[src/rtl/spram_dma.sv]
// Fill/copy DMA engine for a single-port RAM: 1 cycle/word fill, 2 cycles/word copy, stalls on hold_i.
// Defining SPRAM_DMA_VERIFY_EN adds a read-back VERIFY/CHECK pass after every write and enables error_o.
module spram_dma #(
    parameter int data_width_g = 8,
    parameter int addr_width_g = 10
) (
    input  logic                      clock_i,
    input  logic                      reset_i,
    input  logic                      start_i,
    input  logic                      mode_i,
    input  logic [addr_width_g-1:0]   src_addr_i,
    input  logic [addr_width_g-1:0]   dst_addr_i,
    input  logic [addr_width_g:0]     length_i,
    input  logic [data_width_g-1:0]   fill_data_i,
    input  logic                      hold_i,
    output logic                      busy_o,
    output logic                      done_o,
    output logic                      error_o,
    output logic                      mem_clken_o,
    output logic                      mem_wren_o,
    output logic [addr_width_g-1:0]   mem_address_o,
    output logic [data_width_g-1:0]   mem_data_o,
    input  logic [data_width_g-1:0]   mem_q_i
);

    typedef enum logic [2:0] {IDLE, READ, WRITE, VERIFY, CHECK, DONE} state_t;

    state_t                    state_q;
    logic                      mode_q;
    logic [addr_width_g-1:0]   src_q, dst_q, addr_q;
    logic [addr_width_g:0]     cnt_q;
    logic [data_width_g-1:0]   fill_q;
    logic [addr_width_g-1:0]   src_d, dst_d;
    logic [addr_width_g:0]     cnt_d;
    logic [data_width_g-1:0]   wr_word;
    logic                      active;
`ifdef SPRAM_DMA_VERIFY_EN
    logic                      error_q;
    logic [data_width_g-1:0]   wdata_q;
`endif

    always_comb begin
        src_d   = src_q + 1'b1;
        dst_d   = dst_q + 1'b1;
        cnt_d   = cnt_q - 1'b1;
        wr_word = mode_q ? mem_q_i : fill_q;
        active  = (state_q == READ) || (state_q == WRITE) ||
                  (state_q == VERIFY) || (state_q == CHECK);
    end

    // hold_i gates the RAM port combinationally so the yield takes effect in the same cycle
    assign mem_clken_o   = ((state_q == READ) || (state_q == WRITE) || (state_q == VERIFY)) && !hold_i;
    assign mem_wren_o    = (state_q == WRITE) && !hold_i;
    assign mem_address_o = addr_q;
    assign mem_data_o    = (state_q == WRITE) ? wr_word : fill_q;
    assign busy_o        = (state_q != IDLE);
    assign done_o        = (state_q == DONE);
`ifdef SPRAM_DMA_VERIFY_EN
    assign error_o       = error_q;
`else
    assign error_o       = 1'b0;
`endif

    always_ff @(posedge clock_i or posedge reset_i) begin
        if (reset_i) begin
            state_q <= IDLE;
            mode_q  <= 1'b0;
            src_q   <= '0;
            dst_q   <= '0;
            addr_q  <= '0;
            cnt_q   <= '0;
            fill_q  <= '0;
`ifdef SPRAM_DMA_VERIFY_EN
            error_q <= 1'b0;
            wdata_q <= '0;
`endif
        end else if (!(active && hold_i)) begin
            case (state_q)
                IDLE: begin
                    if (start_i) begin
                        mode_q <= mode_i;
                        src_q  <= src_addr_i;
                        dst_q  <= dst_addr_i;
                        cnt_q  <= length_i;
                        fill_q <= fill_data_i;
`ifdef SPRAM_DMA_VERIFY_EN
                        error_q <= 1'b0;
`endif
                        if (length_i == '0) begin
                            state_q <= DONE;
                        end else if (mode_i) begin
                            state_q <= READ;
                            addr_q  <= src_addr_i;
                        end else begin
                            state_q <= WRITE;
                            addr_q  <= dst_addr_i;
                        end
                    end
                end
                READ: begin
                    state_q <= WRITE;
                    addr_q  <= dst_q;
                end
                WRITE: begin
                    src_q <= src_d;
                    dst_q <= dst_d;
                    cnt_q <= cnt_d;
`ifdef SPRAM_DMA_VERIFY_EN
                    // address stays on the written word for the read-back
                    wdata_q <= wr_word;
                    state_q <= VERIFY;
`else
                    if (cnt_d == '0) begin
                        state_q <= DONE;
                    end else if (mode_q) begin
                        state_q <= READ;
                        addr_q  <= src_d;
                    end else begin
                        state_q <= WRITE;
                        addr_q  <= dst_d;
                    end
`endif
                end
`ifdef SPRAM_DMA_VERIFY_EN
                VERIFY: begin
                    state_q <= CHECK;
                end
                CHECK: begin
                    if (mem_q_i != wdata_q) begin
                        error_q <= 1'b1;
                        state_q <= DONE;
                    end else if (cnt_q == '0) begin
                        state_q <= DONE;
                    end else if (mode_q) begin
                        state_q <= READ;
                        addr_q  <= src_q;
                    end else begin
                        state_q <= WRITE;
                        addr_q  <= dst_q;
                    end
                end
`endif
                DONE: begin
                    state_q <= IDLE;
                end
                default: begin
                    state_q <= IDLE;
                end
            endcase
        end
    end

endmodule

[config.mk]
export PLATFORM = sky130hd
export DESIGN_NAME = spram_dma
export DESIGN_NICKNAME = d
export VERILOG_FILES = /design/src/rtl/spram_dma.sv
export SDC_FILE = /design/constraint.sdc
export NUM_CORES = 1
export LEC_CHECK = 0
export ABC_CLOCK_PERIOD_IN_PS = 4700
export CAP_MARGIN = 0
export CORE_UTILIZATION = 30
export DETAILED_ROUTE_END_ITERATION = 8
export GPL_ROUTABILITY_DRIVEN = 0
export GPL_TIMING_DRIVEN = 0
export MAX_ROUTING_LAYER = met4
export SLEW_MARGIN = 5
export SYNTH_ARGS = -nofsm -noshare
export SYNTH_HDL_FRONTEND = slang
export SYNTH_SLANG_ARGS = --single-unit
[constraint.sdc]
create_clock -name clock_i -period 4.7 [get_ports clock_i]
set_input_delay 1.175 -clock clock_i [delete_from_list [all_inputs] [get_ports clock_i]]
set_output_delay 1.175 -clock clock_i [all_outputs]
set_load 0.02 [all_outputs]
=== Word-level counts from Yosys, hierarchy flattened ===
Cells that the tools add are included.

* Eq/ne operators: 8
* $add $sub $neg: 3
* Muxes and demuxes: 20
* Bitwise gates (word level): 1
* Reduce and logical (&&, ||, !) cells: 17

{| class="wikitable"
|+ Operators with widths
! kind !! count
|-
| $mux W10 || 7
|-
| $pmux W10 S2 || 2
|-
| $pmux W10 S3 || 1
|-
| $logic_not A11 Y1 || 2
|-
| $pmux W11 S2 || 1
|-
| $add A10 B1 Y10 const B || 2
|-
| $mux W8 || 2
|-
| $mux W11 || 1
|-
| $sub A11 B1 Y11 const B || 1
|-
| $mux W3 || 3
|-
| $pmux W3 S3 || 1
|-
| $eq A3 B2 Y1 const B || 2
|-
| $eq A3 B3 Y1 const B || 2
|-
| $ne A2 B2 Y1 const B || 3
|-
| $reduce_and A3 Y1 || 2
|-
| $reduce_bool A3 Y1 || 2
|-
| $reduce_and A5 Y1 || 1
|-
| $mux W2 || 2
|-
| $eq A3 B1 Y1 const B || 1
|-
| $logic_and A1 B1 Y1 || 3
|-
| $logic_not A3 Y1 || 1
|-
| $logic_or A1 B1 Y1 || 3
|-
| $reduce_and A2 Y1 || 1
|-
| $reduce_bool A2 Y1 || 1
|-
| other kinds (2) || 2
|}

* Bits of input ports: 52
* Register bits after elaboration: 53
* Logic and storage cells: 56

=== Depth between registers and ports, before layout ===
* Word-level depth: 7
* Gate-level depth with buffers: 7

=== Worst setup path after synthesis ===
Ideal clock, no wire load.

* Kind: input to output
* From: input port hold_i
* To: output port mem_clken_o
* Arrival: 1.660 ns
* Setup slack: 1.865 ns
* Required time: 3.525 ns
* Cell stages on the path: 1
* Cell sequence: nor3_1

* Longest elaborated chain between the ends: 2

{| class="wikitable"
|+ RTL lines
! element !! RTL line !! text
|-
| from (decl) || 15 || <nowiki>input logic hold_i,</nowiki>
|-
| $logic_not A1 Y1 || 52 || <nowiki>assign mem_clken_o = ((state_q == READ) || (state_q == WRITE) || (state_q == VERIFY)) && !hold_i;</nowiki>
|-
| $logic_and A1 B1 Y1 || 52 ||
|-
| to (decl) || 19 || <nowiki>output logic mem_clken_o,</nowiki>
|}

Every way passes these cells.

=== Final worst setup path ===
* From: register state_q[2]
* To: output port mem_data_o[1]

* Longest elaborated chain between the ends: 2

{| class="wikitable"
|+ RTL lines
! element !! RTL line !! text
|-
| from (decl) || 28 || <nowiki>state_t state_q;</nowiki>
|-
| from (signal assigned) || 66 || <nowiki>state_q <= IDLE;</nowiki>
|-
| from (signal assigned) || 90 || <nowiki>state_q <= DONE;</nowiki>
|-
| from (signal assigned) || 92 || <nowiki>state_q <= READ;</nowiki>
|-
| $eq A3 B2 Y1 || 55 || <nowiki>assign mem_data_o = (state_q == WRITE) ? wr_word : fill_q;</nowiki>
|-
| $mux W8 || 55 ||
|-
| to (decl) || 22 || <nowiki>output logic [data_width_g-1:0] mem_data_o,</nowiki>
|}

Every way passes these cells.

==> results.ini <==
[layout]
final_nets = 556
drive_above_1_share = 0.0958
fillers = 1164
final_core_util = 0.407
antenna_cells = 0
final_cells = 644
syn_to_final_growth_pct = 30.6

[worst_setup_path]
cpPeakStageDelay_ps = 540
critPathKind = reg -> out
crit_required_ps = 3520
worstPathCellList = clkbuf_1, nor3b_1, nand2_1, clkbuf_1, mux2_2, clkdlybuf4s50_1
cp_data_arrival_time_ps = 2700
critical-path-slowest-cell = clkdlybuf4s50_1
path_max_fanout = 10
cp-start-kind = flip-flop
crit_top_cell = clkbuf_1
end_kind = primary output

[outcome]
outcome = complete, but fails checks
violations = DRC

[route]
wirelength_um = 11700
via_per_inst = 5.62
routed-via-count = 3622
first_pass_iters = 7
wl_per_cell_um = 18.1
route.detailed.drc = 2
drtIter0Drc = 235
drtAntennaViolNets = 0

[logic_synthesis]
seq_area_frac_synth = 0.370
syn_nets = 475
synth_flop_cell = dfrtp_1
synth.avg_cell_area_um2 = 8.56
synthesis.area_um2 = 3590
ys_types = 57
synth-edff-count = 0
synth_warnings = 0
ys_async_sr_fraction = 1.00
ys_ff_latch = 53
synthCells = 419

[die]
die_y_um = 111
core_um2 = 11500
fp-row-count = 39
dieArea_um2 = 12400
num_io_pins = 75
start_util = 0.312
dieWidth_um = 111

[cts]
cts_tree = built
htree_levels = 2
clkTransAtPathRegs_ps = 80
cts.sinks = 53
hold_buffers = 0
cts.path.max_buffers = 2
cts_root_buffer = clkbuf_16
clock_latency_ps = 300
cts_repair_resize_count = 0
postCtsSetupBuffers = 0
cts-buffers-inserted = 5

[grt]
grt_usage = 0.198
grt_pass1_vias = 3597
grt_pass1_wl_um = 18900
grt_overflow = 0
antenna_found_initial = 0
grt_max_degree = 28

[flow_run]
maxCapViolations = 0

[power]
p_per_area_nw_per_um2 = 711
design_power_total_mw = 3.33
cellLeakagePower_nw = 1.79
ir_drop_uv = 298

[timing]
rsz0062_at_grt = false
min_period_over_period = 0.825
setup_viol = 0
slew_headroom = 0.401
min_period_ps = 3880
setup-tns-final_ps = 0
fin_skew_ps = 9.79
slew_viol_final = 0
worst_pin_slew_ps = 899
max_freq_mhz = 258
finalHoldViolations = 0
setup_slack_ps = 820

[place]
preCtsSetupSlack_ps = 927
hpwlAfterDp_um = 8530
portBuffers = 73
place_inst = 636

[min_path]
hp-class = reg -> reg

==> path summary, 6_finish.rpt <==
path,from,to,slack [ps],depth (start not counted)
max in group asynchronous,reset_i,src_q[8]$_DFFE_PP0P_,2860,3
worst min register to register,fill_q[3]$_DFFE_PP0P_,fill_q[3]$_DFFE_PP0P_,510,1
min in group asynchronous,reset_i,fill_q[7]$_DFFE_PP0P_,1260,2
worst max register to register,cnt_q[1]$_DFFE_PP0P_,mem_address_o[3]$_DFFE_PP0P_,1880,7
worst max-delay path,state_q[2]$_DFFE_PP0P_,mem_data_o[1],820,6
worst min-delay path,fill_q[3]$_DFFE_PP0P_,fill_q[3]$_DFFE_PP0P_,510,1
==> per-layer routing <==
layer / vias to the layer above / GRT usage / part of all wire
met5: - / - / 0
li1: 1693 / - / -
met4: 0 / 0.0649 / 0.023
met2: 137 / 0.329 / 0.49
met1: 1771 / 0.248 / 0.43
met3: 21 / 0.0256 / 0.059
==> synthesized netlist by cell type, drive strengths merged (9+ instances only) <==
cell	instances	area [µm²]
dfrtp	53	1330
nand2	47	176
a21oi	33	165
nor3	15	75.1
clkbuf	25	93.8
mux2i	14	140
nand3	15	75.1
a31oi	9	56.3
inv	12	45.0
mux2	26	293
nor2	26	100
o21ai	33	165
==> area by class of cell <==
class                           instances  area (µm²)  share of cell area
Clock buffer                            6         129              0.0275
Tap cell                              143         179              0.0382
Multi-Input combinational cell        322        2090               0.446
Timing Repair Buffer                   74         751               0.160
Sequential cell                        53        1330               0.283
Clock inverter                          2        38.8             0.00828
Buffer                                 32         126              0.0270
Inverter                               12        45.0             0.00961
==> sequential cells by signal (all words and copies together), names as in the netlist <==
signal and flops:
mode_q 1, src_q 10, dst_q 10, fill_q 8, mem_address_o 10, cnt_q 11
state_q 3
==> where the power goes <==
group	internal [mW]	switching, mW
Clock	0.253	0.175
Sequential	0.683	0.210
Combinational	0.840	1.17
==> placed cells by master, fill, tap and decap left out, drive strengths merged, types with 5 or more instances in the layout <==
cell,Yosys,final
nor2,26,26
nand4,7,7
nor4,6,6
buf,7,8
nor2b,5,5
clkdlybuf4s50,0,73
nand2,47,47
dfrtp,53,53
clkbuf,25,31
a21oi,33,33
xnor2,7,7
o22ai,6,6
o21a,5,5
nor3,15,15
mux2,26,26
nand3,15,15
mux2i,14,14
a31oi,9,9
inv,12,12
o21ai,33,33
nor3b,5,5
==> cells by family (layout without fill, tap and decap cells) <==
| kind of cell | after synthesis | in the layout | share of synthesized area |
|---|---|---|---|
| buffers and inverters | 44 | 126 | 0.0478 |
| muxes | 40 | 40 | 0.121 |
| AOI/OAI and AO/OA | 123 | 123 | 0.222 |
| xor gates and xnor gates | 11 | 11 | 0.0268 |
| DFF | 53 | 53 | 0.370 |
| and+or+nand+nor | 143 | 143 | 0.198 |
| other | 1 | 1 | 0.00105 |
| adders and majority gates | 4 | 4 | 0.0139 |
==> critical path: cells and delay by family, from the launching register on <==
| kind | cells | cell delay [ps] |
|---|---|---|
| flip-flops | 1 | 330 |
| AND/OR/NAND/NOR | 2 | 290 |
| multiplexers | 1 | 410 |
| buffers and inverters | 3 | 1370 |
==> metrics by stage <==
stage          hold WS (ps)  cell area [µm²]
6_report                509             4690
5_1_grt                 530             4690
4_1_cts                 512             4690
3_5_place_dp            494             4520
3_3_place_gp            491             4500
2_1_floorplan           475             3590
Note: power is estimated with default switching activity, not from simulation.
